==> src/rtl/am2940_pkg.sv <==
// am2940_pkg: shared constants for the parametrised Am2940 DMA address generator.
//   - 3-bit instruction codes decoded by the top level
//   - control-register mode codes (CR[1:0])
//   - bit positions of the direction and halt-on-done control bits
package am2940_pkg;

    localparam logic [2:0] INSTR_WRCR   = 3'b000;
    localparam logic [2:0] INSTR_RDCR   = 3'b001;
    localparam logic [2:0] INSTR_RDWC   = 3'b010;
    localparam logic [2:0] INSTR_RDAC   = 3'b011;
    localparam logic [2:0] INSTR_REINIT = 3'b100;
    localparam logic [2:0] INSTR_LDAR   = 3'b101;
    localparam logic [2:0] INSTR_LDWC   = 3'b110;
    localparam logic [2:0] INSTR_ENCT   = 3'b111;

    localparam logic [1:0] MODE_WC_DOWN  = 2'd0;
    localparam logic [1:0] MODE_WC_UP    = 2'd1;
    localparam logic [1:0] MODE_ADDR_CMP = 2'd2;
    localparam logic [1:0] MODE_WC_ZERO  = 2'd3;

    localparam int CR_DIR_BIT  = 2;
    localparam int CR_HALT_BIT = 3;

endpackage

==> src/rtl/am2940_counter.sv <==
// am2940_counter: loadable WIDTH-bit up/down counter with ripple carries.
// Ports:
//   clk, reset        rising-edge clock, synchronous active-high reset
//   load_i/load_val_i parallel load (has priority over counting)
//   en_i              count enable; the counter steps only when cin_n_i is also low
//   down_i            1 = count down, 0 = count up
//   cin_n_i           active-low carry-in
//   q_o               counter value
//   cout_n_o          active-low carry-out: low when carry-in is low and q_o is
//                     at the terminal value for the current direction
module am2940_counter #(
    parameter int WIDTH = 8
) (
    input  logic             clk,
    input  logic             reset,
    input  logic             load_i,
    input  logic [WIDTH-1:0] load_val_i,
    input  logic             en_i,
    input  logic             down_i,
    input  logic             cin_n_i,
    output logic [WIDTH-1:0] q_o,
    output logic             cout_n_o
);

    localparam logic [WIDTH-1:0] ONE = {{(WIDTH-1){1'b0}}, 1'b1};

    logic [WIDTH-1:0] cnt_q;
    logic [WIDTH-1:0] cnt_d;
    logic             terminal_s;

    // Next-count selection: load beats counting; counting wraps modulo 2^WIDTH.
    always_comb begin
        cnt_d = cnt_q;
        if (load_i) begin
            cnt_d = load_val_i;
        end else if (en_i && !cin_n_i) begin
            cnt_d = down_i ? (cnt_q - ONE) : (cnt_q + ONE);
        end else begin
            cnt_d = cnt_q;
        end
    end

    // Counter state register.
    always_ff @(posedge clk) begin
        if (reset) begin
            cnt_q <= '0;
        end else begin
            cnt_q <= cnt_d;
        end
    end

    // Carry-out does not depend on en_i so cascaded slices see it early.
    always_comb begin
        terminal_s = down_i ? (cnt_q == '0) : (cnt_q == '1);
        cout_n_o   = ~(~cin_n_i & terminal_s);
    end

    assign q_o = cnt_q;

endmodule

==> src/rtl/am2940_dma_gen.sv <==
// am2940_dma_gen: parametrised-width Am2940-style DMA address generator.
// Ports:
//   clk, reset  rising-edge clock, synchronous active-high reset
//   instr       3-bit instruction, sampled every cycle
//   data_in     load data for CR / AR+AC / WR+WC writes
//   data_out    combinational read of CR, WC or AC (0 for other instructions)
//   addr_out    address counter AC
//   acineg      active-low address carry-in;  aconeg active-low carry-out
//   wcineg      active-low word carry-in;     wconeg active-low carry-out
//   done        combinational transfer-complete flag
// Build option: define AM2940_AUTO_REINIT_EN to make ENCT perform REINIT on the
// cycle done is high (halt-on-done clear), producing repeated blocks.
module am2940_dma_gen
    import am2940_pkg::*;
#(
    parameter int WIDTH = 8
) (
    input  logic             clk,
    input  logic             reset,
    input  logic [2:0]       instr,
    input  logic [WIDTH-1:0] data_in,
    output logic [WIDTH-1:0] data_out,
    output logic [WIDTH-1:0] addr_out,
    input  logic             acineg,
    output logic             aconeg,
    input  logic             wcineg,
    output logic             wconeg,
    output logic             done
);

    logic [3:0]       cr_q, cr_d;
    logic [WIDTH-1:0] ar_q, ar_d;
    logic [WIDTH-1:0] wr_q, wr_d;
    logic [WIDTH-1:0] ac_s, wc_s;
    logic [1:0]       mode_s;
    logic             halted_s, auto_s, cnt_en_s;
    logic             ac_load_s, wc_load_s, wc_en_s, wc_down_s, wc_cout_n_s;
    logic [WIDTH-1:0] ac_load_val_s, wc_load_val_s;

    // Control decode: done flag, halt, and load/count steering for both counters.
    always_comb begin
        mode_s = cr_q[1:0];
        case (mode_s)
            MODE_WC_DOWN:  done = (wc_s == {{(WIDTH-1){1'b0}}, 1'b1});
            MODE_WC_UP:    done = (wc_s == wr_q);
            MODE_ADDR_CMP: done = (ac_s == wr_q);
            MODE_WC_ZERO:  done = (wc_s == '0);
            default:       done = 1'b0;
        endcase
        halted_s = cr_q[CR_HALT_BIT] & done;
`ifdef AM2940_AUTO_REINIT_EN
        auto_s = (instr == INSTR_ENCT) & done & ~cr_q[CR_HALT_BIT];
`else
        auto_s = 1'b0;
`endif
        cnt_en_s      = (instr == INSTR_ENCT) & ~halted_s & ~auto_s;
        ac_load_s     = (instr == INSTR_LDAR) | (instr == INSTR_REINIT) | auto_s;
        ac_load_val_s = (instr == INSTR_LDAR) ? data_in : ar_q;
        wc_load_s     = (instr == INSTR_LDWC) | (instr == INSTR_REINIT) | auto_s;
        // Mode 1 counts WC up from zero towards WR, so every WC load clears it.
        if (mode_s == MODE_WC_UP) begin
            wc_load_val_s = '0;
        end else if (instr == INSTR_LDWC) begin
            wc_load_val_s = data_in;
        end else begin
            wc_load_val_s = wr_q;
        end
        wc_en_s   = cnt_en_s & (mode_s != MODE_ADDR_CMP);
        wc_down_s = (mode_s != MODE_WC_UP);
        wconeg    = ((mode_s == MODE_ADDR_CMP) || halted_s) ? 1'b1 : wc_cout_n_s;
    end

    // Register writes for CR, AR and WR.
    always_comb begin
        cr_d = cr_q;
        ar_d = ar_q;
        wr_d = wr_q;
        case (instr)
            INSTR_WRCR: cr_d = data_in[3:0];
            INSTR_LDAR: ar_d = data_in;
            INSTR_LDWC: wr_d = data_in;
            default: begin
                cr_d = cr_q;
                ar_d = ar_q;
                wr_d = wr_q;
            end
        endcase
    end

    // Combinational read-back path.
    always_comb begin
        data_out = '0;
        case (instr)
            INSTR_RDCR: data_out[3:0] = cr_q;
            INSTR_RDWC: data_out = wc_s;
            INSTR_RDAC: data_out = ac_s;
            default:    data_out = '0;
        endcase
    end

    // Control, address and word register state.
    always_ff @(posedge clk) begin
        if (reset) begin
            cr_q <= 4'h0;
            ar_q <= '0;
            wr_q <= '0;
        end else begin
            cr_q <= cr_d;
            ar_q <= ar_d;
            wr_q <= wr_d;
        end
    end

    am2940_counter #(.WIDTH(WIDTH)) u_ac (
        .clk        (clk),
        .reset      (reset),
        .load_i     (ac_load_s),
        .load_val_i (ac_load_val_s),
        .en_i       (cnt_en_s),
        .down_i     (cr_q[CR_DIR_BIT]),
        .cin_n_i    (acineg),
        .q_o        (ac_s),
        .cout_n_o   (aconeg)
    );

    am2940_counter #(.WIDTH(WIDTH)) u_wc (
        .clk        (clk),
        .reset      (reset),
        .load_i     (wc_load_s),
        .load_val_i (wc_load_val_s),
        .en_i       (wc_en_s),
        .down_i     (wc_down_s),
        .cin_n_i    (wcineg),
        .q_o        (wc_s),
        .cout_n_o   (wc_cout_n_s)
    );

    assign addr_out = ac_s;

endmodule

==> config.mk <==
export PLATFORM = sky130hd
export DESIGN_NAME = am2940_dma_gen
export DESIGN_NICKNAME = d
export VERILOG_FILES = /design/src/rtl/am2940_pkg.sv /design/src/rtl/am2940_counter.sv /design/src/rtl/am2940_dma_gen.sv
export SDC_FILE = /design/constraint.sdc
export NUM_CORES = 1
export LEC_CHECK = 0
export BUFFER_PORTS_ARGS = -buffer_cell sky130_fd_sc_hd__buf_2
export CORE_ASPECT_RATIO = 1.75
export CORE_MARGIN = 4
export CORE_UTILIZATION = 59
export CTS_CLUSTER_DIAMETER = 40
export DETAILED_ROUTE_END_ITERATION = 10
export PLACE_DENSITY = 0.81
export SLEW_MARGIN = 20
export SYNTH_ARGS = -nofsm -noshare
export SYNTH_HDL_FRONTEND = slang
export SYNTH_SLANG_ARGS = --single-unit
==> constraint.sdc <==
create_clock -name clk -period 2.9 [get_ports clk]
set_clock_uncertainty 0.1 [all_clocks]
set_input_delay 0.145 -clock clk [delete_from_list [all_inputs] [get_ports clk]]
set_output_delay 0.145 -clock clk [all_outputs]
set_load 0.05 [all_outputs]
### Word-level counts from Yosys, hierarchy flattened

Cells that the tools add are included.

* bitwise gates (word level): 12
* mux-type cells: 15
* eq/ne operators: 17
* reduce and logical (&&, ||, !) cells: 11
* add/subtract/negate cells: 4

Operators by type and width (count)
* $mux 8: 9
* $add 8x1->8 const B: 2
* $eq 8x8->1: 2
* $eq 8x8->1 const B: 2
* $logic_not 8->1: 2
* $sub 8x1->8 const B: 2
* $eq 3x3->1 const B: 4
* $pmux 4 s3: 1
* $eq 8x1->1 const B: 1
* $pmux 4 s2: 1
* $eq 3x2->1 const B: 2
* $and 1x1->1: 5
* $not 1->1: 5
* $eq 2x2->1 const B: 2
* $pmux 1 s4: 1
* $reduce_bool 2->1: 2
* $eq 3x1->1 const B: 1
* $logic_not 3->1: 1
* $mux 1: 3
* $eq 2x1->1 const B: 1
* $logic_and 1x1->1: 2
* $logic_not 1->1: 2
* $logic_not 2->1: 1
* $ne 2x1->1 const B: 1
* 3 further kinds: 4

* input bits: 15
* bits in registers: 36
* logic and storage cells: 64
* output and inout bits: 19

### Depth between registers and ports, before layout

Gate-level depths: netlist (run 1).

* depth in word-level cells: 9
* mapped depth: 11
* gate-level depth less buffers: 9

### Modules after synthesis

Synthesis (run 1) repeated with hierarchy kept, for this count alone.

* cell total of the unflattened synthesis: 326
* area total of the unflattened synthesis: 2686.3 µm²

Modules (own cells, without submodules)
* am2940_dma_gen: sequential area each 400.4 µm², times used 1, area an instance 1277.5 µm², cells each 142
* am2940_counter (u_ac): sequential area each 160.2 µm², times used 1, area an instance 710.7 µm², cells each 93
* am2940_counter (u_wc): sequential area each 160.2 µm², times used 1, area an instance 698.2 µm², cells each 91

### Least setup slack after synthesis (run 1)

Ideal clock, no wire load.

* path kind: reg2out
* from: register cr_q[0]
* to: output port wconeg
* required time: 2655 ps
* stages on the path, launching flop included: 11
* data arrival time: 2844 ps
* path slack: -189 ps
* path buffers: 1
* path through: dfxtp_1 > inv_1 > ha_1 > buf_6 > mux2i_1 > xor2_1 > nand4_1 > o31a_1 > nor2_1 > nand2_1 > o2111ai_1

* cells in the longest elaborated chain, start to end: 5
* elaborated cells between the ends (all ways): 12
* classes of those cells: 4 x eq/ne; 3 x mux; 3 x bitwise; 2 x reduce/logical

RTL lines
* from (decl): RTL line am2940_dma_gen.sv:31 `logic [3:0] cr_q, cr_d;`
* from (signal assigned): RTL line am2940_dma_gen.sv:108 `cr_q <= cr_d;`
* $eq 2x2->1 (tied with other cells): RTL line am2940_dma_gen.sv:43 `case (mode_s)`
* $pmux 1 s4 (*): RTL line am2940_dma_gen.sv:43
* via done: RTL line am2940_dma_gen.sv:28 `output logic done`
* $and 1x1->1 (*): RTL line am2940_dma_gen.sv:50 `halted_s = cr_q[CR_HALT_BIT] & done;`
* $logic_or 1x1->1 (*): RTL line am2940_dma_gen.sv:70 `wconeg = ((mode_s == MODE_ADDR_CMP) || halted_s) ? 1'b1 : wc_cout_n_s;`
* $mux 1 (*): RTL line am2940_dma_gen.sv:70
* to (decl): RTL line am2940_dma_gen.sv:27 `output logic wconeg,`

Mark *: on every way through the listed nets, which the timed path passes. The rest lies on a longest branch.

### Worst setup path in the final report (run 1)

* from: register cr_q[0]
* to: output port wconeg

* cells in the longest elaborated chain, start to end: 5
* elaborated cells between the ends (all ways): 12
* classes of those cells: 4 x eq/ne; 3 x mux; 3 x bitwise; 2 x reduce/logical

RTL lines (RTL line)
* $eq 2x2->1 (tied with other cells): am2940_dma_gen.sv:43
* $pmux 1 s4 or $mux 1 (tied branches): am2940_dma_gen.sv:43, am2940_counter.sv:54
* $and 1x1->1, on equally long branches: am2940_dma_gen.sv:50, am2940_counter.sv:55
* $logic_or 1x1->1 or $not 1->1 (tied branches): am2940_dma_gen.sv:70, am2940_counter.sv:55
* $mux 1 (*): am2940_dma_gen.sv:70

Mark *: on every way between the ends. The rest lies on a longest branch, timed or not.

==> impl_metrics.toml, run 1 <==
[drt]
vias = 2677
routedWlPerCell_um = 18.0
drt-initial-drc-count = 173
ant_nets = 0
viasPerCell = 6.37
drt_wl_total_um = 7560
drc = 0
firstDrtPassIters = 5

[yosys]
netlist.area_leader.share_pct = 26.3
ys_warn_count = 0
synth_fp_nets = 376
synth_area_leader_cell = "dfxtp_1"
yosysUniqueCellTypes = 52
syn-instance-count = 345
synth-edff-count = 0
avgSynthCellArea_um2 = 7.95
ys_seq_area_share_pct = 26.3
synth_async_sr_flop_share_pct = 0
synth-seq-cells = 36
synth_flop_cell = "dfxtp_1"
synth_area_um2 = 2740
ys_top_cells_by_area = "dfxtp_1, mux2i_1, ha_1, a21oi_1, nand2_1"

[sta]
tightest_slew_ps = 829
min_period_over_period_pct = 95.9
timing.fmax_mhz = 360
finalSetupViolCount = 0
slew_violations = 0
finalCriticalPeriod_ps = 2780
hold_violations = 0
max_slew_margin_pct = 44.3
worst_slack_ps = 120

[hold_path]
hold_depth = 3
min_to = "wr_q[6]"
worstHoldStart = "data_in[6]"
hp-class = "in -> reg"

[worst_setup_path]
crit_type = "reg -> out"
reg2reg_depth = 9
max_stage_delay_ps = 360
end_kind = "output port"
cp.required_ps = 2650
rr_endpoint = "u_ac.q_o[7]"
crit-reg2reg-launch = "cr_q[0]"
critPathLaunchType = "register"
worstPathArrival_ps = 2540
path_cells = "inv_1 > ha_2 > mux2i_1 > xor2_1 > nand3_1 > o31a_1 > nor2_2 > nand2_1 > o2111ai_1 > buf_4"
worstPathMaxFanout = 5
r2r_slack_ps = 160
critPathSlowestCell = "dfxtp_1"

[clock_network]
h-tree-depth = 2
post_cts_buffers = 0
clockBufferDepth = 2
clk_latency_ps = 290
cts_hold_buf = 0
cts_buffers = 5
cts.sink_count = 36
cts.root.buffer_cell = "clkbuf_8"
clk_pin_slew_worst_paths_ps = 80
cts_tree = "built"

[floorplanning]
boundaryPins = 34
start_util_pct = 61.7
die_w_um = 59.6
die_h_um = 98.2
dieArea_um2 = 5850
row_count = 32
core_area_um2 = 4440

[placement]
preCtsSetupSlack_ps = 136
hpwl_um = 5510
gp_congestion = 0.926
placed_cells = 412
postPlaceCellArea_um2 = 2920
portBuffers = 33

[finish]
finalInstanceArea_um2 = 3040
nets = 399
drive_gt1_share_pct = 17.1
fin_cells = 420
n_antenna_cell = 0
num-fill-cells = 378
multiInputGateArea_um2 = 1890
seq_area_um2 = 721
areaGrowthSynthToFinish_pct = 10.7

[global_route]
grt_pass1_wl_um = 12500
grtUsageTotal_pct = 27.4
antenna_found_initial = 0
grt_max_degree = 42
grt_overflow = 0
grt_pass1_vias = 2644

[status]
status = "finished, final reports clean"

[run]
cap_violations = 0

[pwr]
leakage_nw = 1.22
vdd_drop_max_mv = 0.315
power.density_nw_per_um2 = 433
total_power_w = 0.00132
==> layer usage <==
metal / track usage, % / wire length, um / share of wire [%] / vias up
li1: - / - / - / 1288
met1: 30.9 / 2870 / 38 / 1256
met2: 47.9 / 3980 / 53 / 100
met3: 3.84 / 375 / 5.0 / 33
met4: 13.8 / 336 / 4.4 / 0
met5: 0 / 0 / 0 / -
==> final cells by class <==
cell class	instances	share of cell area (%)
sequential	36	23.7
timing repair buffer	40	7.38
clock buffer	6	2.72
clock inverter	2	0.494
multi-input combinational	273	62.1
inverter	12	1.48
tap	51	2.10
==> worst max-delay path by stage <==
stage	start	end	slack, ps	cells after the start
finish	cr_q[0]	wconeg	120	10
floorplan	cr_q[0]	wconeg	60	10
global route	cr_q[0]	wconeg	-2	10
CTS	cr_q[0]	wconeg	50	10
detailed placement	cr_q[0]	u_ac.q_o[7]	140	9
global placement	cr_q[0]	u_ac.q_o[7]	270	9
==> registers in the layout, indices dropped and copies added (netlist names) <==
| signal | count |
|---|---|
| cr_q | 4 |
| u_ac.q_o | 8 |
| ar_q | 8 |
| wr_q | 8 |
| u_wc.q_o | 8 |
==> stage by stage <==
stage	setup TNS (ps)	utilization, %	hold WS (ps)
global placement	0	65.7	329
CTS	0	67.9	26.8
detailed placement	0	65.7	339
global route	-1.91	68.3	29.1
finish	0	68.3	34.3
floorplan	0	-	192
==> logic make-up after synthesis <==
| group | count (synthesis) | share of synthesized area, % |
|---|---|---|
| adder cells (fa/ha/maj) | 16 | 7.57 |
| AND/OR/NAND/NOR | 129 | 22.5 |
| multiplexers | 34 | 12.6 |
| XOR/XNOR | 16 | 5.11 |
| AO/OA/AOI/OAI | 78 | 20.3 |
| buffers and inverters | 36 | 5.65 |
| flip-flops | 36 | 26.3 |
==> synth_stat cells (2+ instances only) <==
library cell	count
nor3b_1	2
buf_1	4
a211oi_1	3
nor2b_1	5
o2111ai_1	2
ha_1	15
nand3_1	25
a22oi_1	4
nor2_1	30
o21a_1	2
o31a_1	2
mux2_2	5
mux2i_1	29
clkbuf_1	16
a31oi_1	2
a21o_1	4
nand4_1	6
o21ai_0	8
nand2b_1	8
nand2_1	35
inv_1	12
o311a_1	4
nor3_1	7
buf_6	2
or3_1	2
a221oi_1	2
o31ai_1	4
nor4_1	3
dfxtp_1	36
a211o_1	3
xnor2_1	3
a21oi_1	27
and3_1	2
xor2_1	13
==> timing repair <==
item                       in CTS  in global routing
gates cloned                    0                  0
hold endpoints to repair        0                  0
gates resized for setup         1                  4
setup endpoints to repair       1                 10
==> layout by cell type, fill, tap and decap left out, types with 3 or more instances in the layout <==
master     n
nor4_1     3
nor2b_1    5
xor2_1    13
a211o_1    3
inv_1     12
a21oi_1   27
clkbuf_8   6
nand2b_1   8
a22oi_1    4
mux2_2     5
o21ai_0    8
buf_4      7
nand2_1   35
buf_2     32
nand4_1    6
ha_1      13
mux2i_1   29
a211oi_1   3
o31ai_1    4
nor2_1    29
nand3_1   25
a21o_1     4
xnor2_1    3
nor3_1     7
o311a_1    4
dfxtp_1   36
==> report_power, final <==
group / total [W] / switching (W) / internal [W] / leakage (nW)
combinational: 0.000364 / 0.000229 / 0.000135 / 0.888
clock: 0.000389 / 0.000197 / 0.000192 / 0.0434
sequential: 0.000563 / 0.0000437 / 0.000519 / 0.294
==> critical path: cells and delay by family (launching register included) <==
kind            cells  cell delay (ps)
compound gates      2              420
xor+xnor            1              210
fa+ha+maj           1              280
buf+inv             2              390
flops               1              360
mux                 1              270
simple gates        3              310
(Power assumes the default switching activity.)
==> run 2: changes to the inputs <==
- CORE_UTILIZATION: 59 -> 53
- PLACE_DENSITY: 0.81 -> 0.77
- clock period: 2.9 -> 2.5 ns (I/O delays scaled with it)
==> run 2 against run 1 <==
  * Via count rose by 5.0%
  * Critical endpoint unchanged
  * Global-route usage down 1.5 points
  * Utilization is 1.0 points lower
  * Combinational power rose by 36%
  * Clock-buffer cell count rose by 1
  * First-iteration DRC count fell by 6.4%
  * Final area increased by 10%
  * Final cell count is 6.9% higher
  * Non-clock buffer count grew 26
  * Total power is 20% higher
  * The run now ends with setup timing left
==> impl_metrics.toml, run 2 (synthesis gave the netlist of run 1 again) <==
[pwr]
intPower_w = 0.00102
netSwitchingPower_w = 0.000558
total_power_w = 0.00158
p_sw_share_pct = 35.4
leakage_nw = 1.36
pwr-share-seq_pct = 40.5
power.density_nw_per_um2 = 470
vdd_drop_max_mv = 0.397
pwr-share-comb_pct = 31.4
p_clk_share_pct = 28.1

[worst_setup_path]
crit_top_cell = "buf_6"
crit_family = "compound AO/OA/AOI/OAI gates"
cp_num_buf_inv = 3
worstPathArrival_ps = 2300
end_kind = "output port"
critPathLaunchType = "register"
crit_type = "reg -> out"
path_cells = "inv_4 > ha_4 > mux2i_1 > xor2_1 > nand4_1 > o31a_1 > buf_6 > nor2_4 > nand2_1 > o2111ai_2 > buf_6"
critPathSlowestCell = "dfxtp_2"
max_stage_delay_ps = 340
worstPathMaxFanout = 4
cp.required_ps = 2280

[floorplanning]
die_w_um = 62.4
dieArea_um2 = 6440
boundaryPins = 34
core_area_um2 = 4980
start_util_pct = 55.1
die_h_um = 103
row_count = 34

[global_route]
grtUsageMet2_pct = 47.9
antenna_found_initial = 0
grt_pass1_vias = 2877
grtUsageTotal_pct = 25.9
use_met1_pct = 27.3
use_met3_pct = 3.68
grt_max_degree = 42
grt_most_used_layer = "met2"
grt_pass1_wl_um = 13400
grt_overflow = 0

[finish]
multiInputGateArea_um2 = 1980
seq_area_um2 = 726
layout_commonest_cell = "nand2_1"
final_cell_mix = "nand2_1, dfxtp_1, buf_2"
nets = 425
areaGrowthSynthToFinish_pct = 22.1
drive_gt1_share_pct = 25.8
n_antenna_cell = 0
final_util_pct = 67.3
num-fill-cells = 417

[sta]
min_period_over_period_pct = 101
rsz0062_at_grt = "true"
timing.fmax_mhz = 396
hold_violations = 0
tightest_slew_ps = 872
slew_violations = 0
finalCriticalPeriod_ps = 2520
finalSetupViolCount = 4
worst_slack_ps = -24.0
max_slew_margin_pct = 41.9
fin_setup_tns_ps = -38.5

[clock_network]
cts.root.buffer_cell = "clkbuf_8"
clk_latency_ps = 290
h-tree-depth = 2
cts_hold_buf = 0
clockBufferDepth = 2
cts.sink_count = 36
cts_buffers = 5
cts_tree = "built"
clk_pin_slew_worst_paths_ps = 70

[status]
status = "finished with violations"
failed_checks = "setup timing"

[drt]
viasPerCell = 6.26
drt_wl_total_um = 8190
vias = 2810
ant_nets = 0
drc = 0
firstDrtPassIters = 4
routedWlPerCell_um = 18.2
drt-initial-drc-count = 162

[placement]
gp_congestion = 0.968
hpwl_um = 5940
portBuffers = 33

[hold_path]
hp-class = "in -> reg"

[run]
cap_violations = 0
[run 2: cell count changes in the layout (fill, tap and decap cells not counted), sizes merged]
cell | before | now
buf | 40 | 66
clkbuf | 6 | 7
clkinvlp | 2 | 1
[run 2: metrics by stage]
step           hold slack, ps  cell area (um^2)  instances  setup slack, ps
5_1_grt                  26.9              3350        449             -158
3_5_place_dp              328              3090        436             -131
2_1_floorplan             172              2760        345            -1.70
6_report                 19.4              3350        449            -24.0
4_1_cts                  19.6              3230        445             3.22
3_3_place_gp              316              3090        436            -40.7
[run 2: cell type report]
type	count	share of cell area, %
clock inverter	1	0.224
multi-input combinational	273	59.0
clock buffer	7	2.58
timing repair buffer	66	13.1
sequential	36	21.7
tap	54	2.02
inverter	12	1.42
[run 2: worst paths after layout]
kind	start	end	slack [ps]	cells past startpoint
setup / recovery	cr_q[0]	wconeg	-20	11
hold / removal	data_in[6]	wr_q[6]	20	3
setup reg to reg	cr_q[0]	u_wc.q_o[0]	-10	11
hold reg to reg	ar_q[5]	ar_q[5]	360	2
[run 2: worst reg2reg max path, cell delays in order (launching register included)]
cell and delay [ps]:
dfxtp_2 340, inv_4 80, ha_4 170, mux2i_1 230, xor2_1 200, nand4_1 110, o31a_1 330, buf_4 150
o211ai_4 190, buf_6 180, nor4_4 50, a211o_1 260
[run 2: power groups by stage]
| stage | Clock, W | Sequential [W] | Combinational, W |
|---|---|---|---|
| final | 0.000443 | 0.000639 | 0.000495 |
| after global routing | 0.000475 | 0.000642 | 0.000541 |
| after CTS | 0.000449 | 0.000637 | 0.000470 |
| after detailed placement | 0 | 0.000649 | 0.000459 |
| after global placement | 0 | 0.000649 | 0.000448 |
| after floorplan | 0 | 0.000676 | 0.000296 |
[run 2: metal layers]
| layer | part of all wire, % | wire [um] | vias to the layer above |
|---|---|---|---|
| li1 | - | - | 1335 |
| met1 | 39 | 3170 | 1351 |
| met2 | 53 | 4310 | 98 |
| met3 | 4.2 | 340 | 26 |
| met4 | 4.5 | 368 | 0 |
| met5 | 0 | 0 | - |
[run 2: what timing repair did]
action,4_1_cts,5_1_grt
gates resized for setup,12,20
setup endpoints to repair,18,13
pin swaps,7,14
hold endpoints to repair,0,0
setup buffers,1,4
==> run 3: changes to the inputs <==
- REMOVE_ABC_BUFFERS: not set -> 1
==> run 3 against run 2 <==
  * The flow still finishes with violations (setup timing)
  * Total power is 0.13% lower
  * Clock power fell by 2%
  * Die area unchanged
  * Maximum frequency down 5.7%
  * Wire length is 2.2% higher
  * Worst hold slack improved by 9.1 ps
  * Clock-buffer cell count down 1
  * Utilization up 0.60 points
  * Final cell count is 0.22% lower
  * Combinational power hardly changed
==> impl_metrics.toml, run 3 (synthesis gave the netlist of run 1 again) <==
[status]
status = "finished with violations"
failed_checks = "setup timing"

[drt]
routedWlPerCell_um = 18.7
drc = 0
ant_nets = 0
drt_wl_total_um = 8360
drt-initial-drc-count = 151
viasPerCell = 6.31
firstDrtPassIters = 4
vias = 2828

[sta]
finalSetupViolCount = 17
fin_setup_tns_ps = -1530
finalCriticalPeriod_ps = 2680
hold_violations = 0
rsz0062_at_grt = "true"
slew_violations = 0
timing.fmax_mhz = 373
tightest_slew_ps = 835
min_period_over_period_pct = 107
max_slew_margin_pct = 44.4
worst_slack_ps = -177

[finish]
nets = 424
areaGrowthSynthToFinish_pct = 23.2
drive_gt1_share_pct = 25.9
fin_cells = 448
num-fill-cells = 388
final_cell_mix = "nand2_1, dfxtp_1, buf_2"
n_antenna_cell = 0
layout_commonest_cell = "nand2_1"

[pwr]
p_clk_share_pct = 27.7
leakage_nw = 1.38
pwr-share-comb_pct = 31.3
pwr-share-seq_pct = 41.0
vdd_drop_max_mv = 0.387
power.density_nw_per_um2 = 466
p_sw_share_pct = 35.4
netSwitchingPower_w = 0.000557
intPower_w = 0.00102

[global_route]
grt_overflow = 0
antenna_found_initial = 0
grt_pass1_vias = 2777
grt_pass1_wl_um = 13200
grtUsageTotal_pct = 25.4
grt_max_degree = 42

[clock_network]
cts_buffers = 5
h-tree-depth = 2
cts_tree = "built"
cts.root.buffer_cell = "clkbuf_8"
cts.sink_count = 36
clk_pin_slew_worst_paths_ps = 70
clk_latency_ps = 290
clockBufferDepth = 2

[worst_setup_path]
crit_type = "reg -> out"
r2r_slack_ps = -170
rr_endpoint = "u_wc.q_o[7]"
worstPathMaxFanout = 4
worstSetupStartpoint = "cr_q[0]"
critPathLaunchType = "register"
cp-endpoint = "wconeg"
end_kind = "output port"
reg2reg_depth = 13
crit-reg2reg-launch = "cr_q[0]"
cp.required_ps = 2280
worstPathArrival_ps = 2450

[run]
cap_violations = 0

[placement]
portBuffers = 33
gp_congestion = 0.887
placed_cells = 431
hpwl_um = 5800

[floorplanning]
start_util_pct = 55.1
die_w_um = 62.4
die_h_um = 103
row_count = 34
core_area_um2 = 4980
boundaryPins = 34
dieArea_um2 = 6440

[hold_path]
hp-class = "in -> reg"
==> run 3: changes by cell type in the layout (fill, tap and decap cells not counted), sizes merged <==
cell,delta
clkinv,+2
buf,-1
clkbuf,-1
clkinvlp,-1
==> run 3: layout make-up <==
cell class                 instances  area (um^2)  share of cell area (%)
tap                               54         67.6                    2.00
multi-input combinational        273         1980                    58.6
clock buffer                       6         82.6                    2.44
sequential                        36          727                    21.5
clock inverter                     2         10.0                   0.296
timing repair buffer              65          464                    13.7
inverter                          12         47.5                    1.41
==> run 3: what timing repair did <==
| item | CTS | global route |
|---|---|---|
| resized for setup | 18 | 24 |
| gates cloned | 1 | 0 |
| hold buffers | 0 | 0 |
| pin swaps | 10 | 9 |
| setup endpoints to repair | 16 | 18 |
| setup buffers | 6 | 4 |
==> run 3: worst min-delay path by stage <==
stage / from / endpoint / slack (ps) / cells after the start
floorplan: reset / u_wc.q_o[2] / 90 / 1
global placement: data_in[6] / wr_q[6] / 310 / 3
detailed placement: data_in[6] / wr_q[6] / 330 / 3
CTS: data_in[6] / wr_q[6] / 30 / 3
global route: data_in[6] / wr_q[6] / 30 / 3
finish: data_in[6] / wr_q[6] / 30 / 3
==> run 3: through the flow <==
step / hold slack (ps) / total power [W] / util [%] / setup slack (ps) / area (um^2)
final: 28.5 / 0.00157 / 67.9 / -177 / 3380
after global routing: 31.2 / 0.00164 / 67.9 / -236 / 3380
after CTS: 26.6 / 0.00154 / 66.1 / -92.0 / 3290
after detailed placement: 330 / 0.00110 / 61.3 / -64.2 / 3050
after global placement: 313 / 0.00108 / 61.3 / 40.4 / 3050
after floorplan: 89.3 / 0.000938 / - / -559 / 2630
==> run 3: critical path, stage by stage (launching register included) <==
cell,delay [ps]
dfxtp_2,340
inv_4,70
ha_4,170
mux2i_2,250
xor2_1,270
nand3_1,130
o31a_1,310
buf_6,150
nor2_4,90
nand2_1,90
o2111ai_2,110
buf_6,190
==> run 3: power groups by stage <==
| stage | registers, W | clock network [W] | logic (W) |
|---|---|---|---|
| floorplan | 0.000682 | 0 | 0.000257 |
| global placement | 0.000654 | 0 | 0.000430 |
| detailed placement | 0.000656 | 0 | 0.000440 |
| CTS | 0.000643 | 0.000438 | 0.000464 |
| global route | 0.000649 | 0.000462 | 0.000529 |
| finish | 0.000646 | 0.000436 | 0.000492 |
==> run 3: routing by layer <==
| metal | vias to the layer above | part of all wire, % | wire (um) | track usage [%] |
|---|---|---|---|---|
| met5 | - | 0 | 0 | 0 |
| li1 | 1339 | - | - | - |
| met2 | 119 | 52 | 4330 | 45.4 |
| met3 | 39 | 4.2 | 355 | 2.92 |
| met4 | 0 | 6.5 | 545 | 18.5 |
| met1 | 1331 | 37 | 3130 | 27.5 |
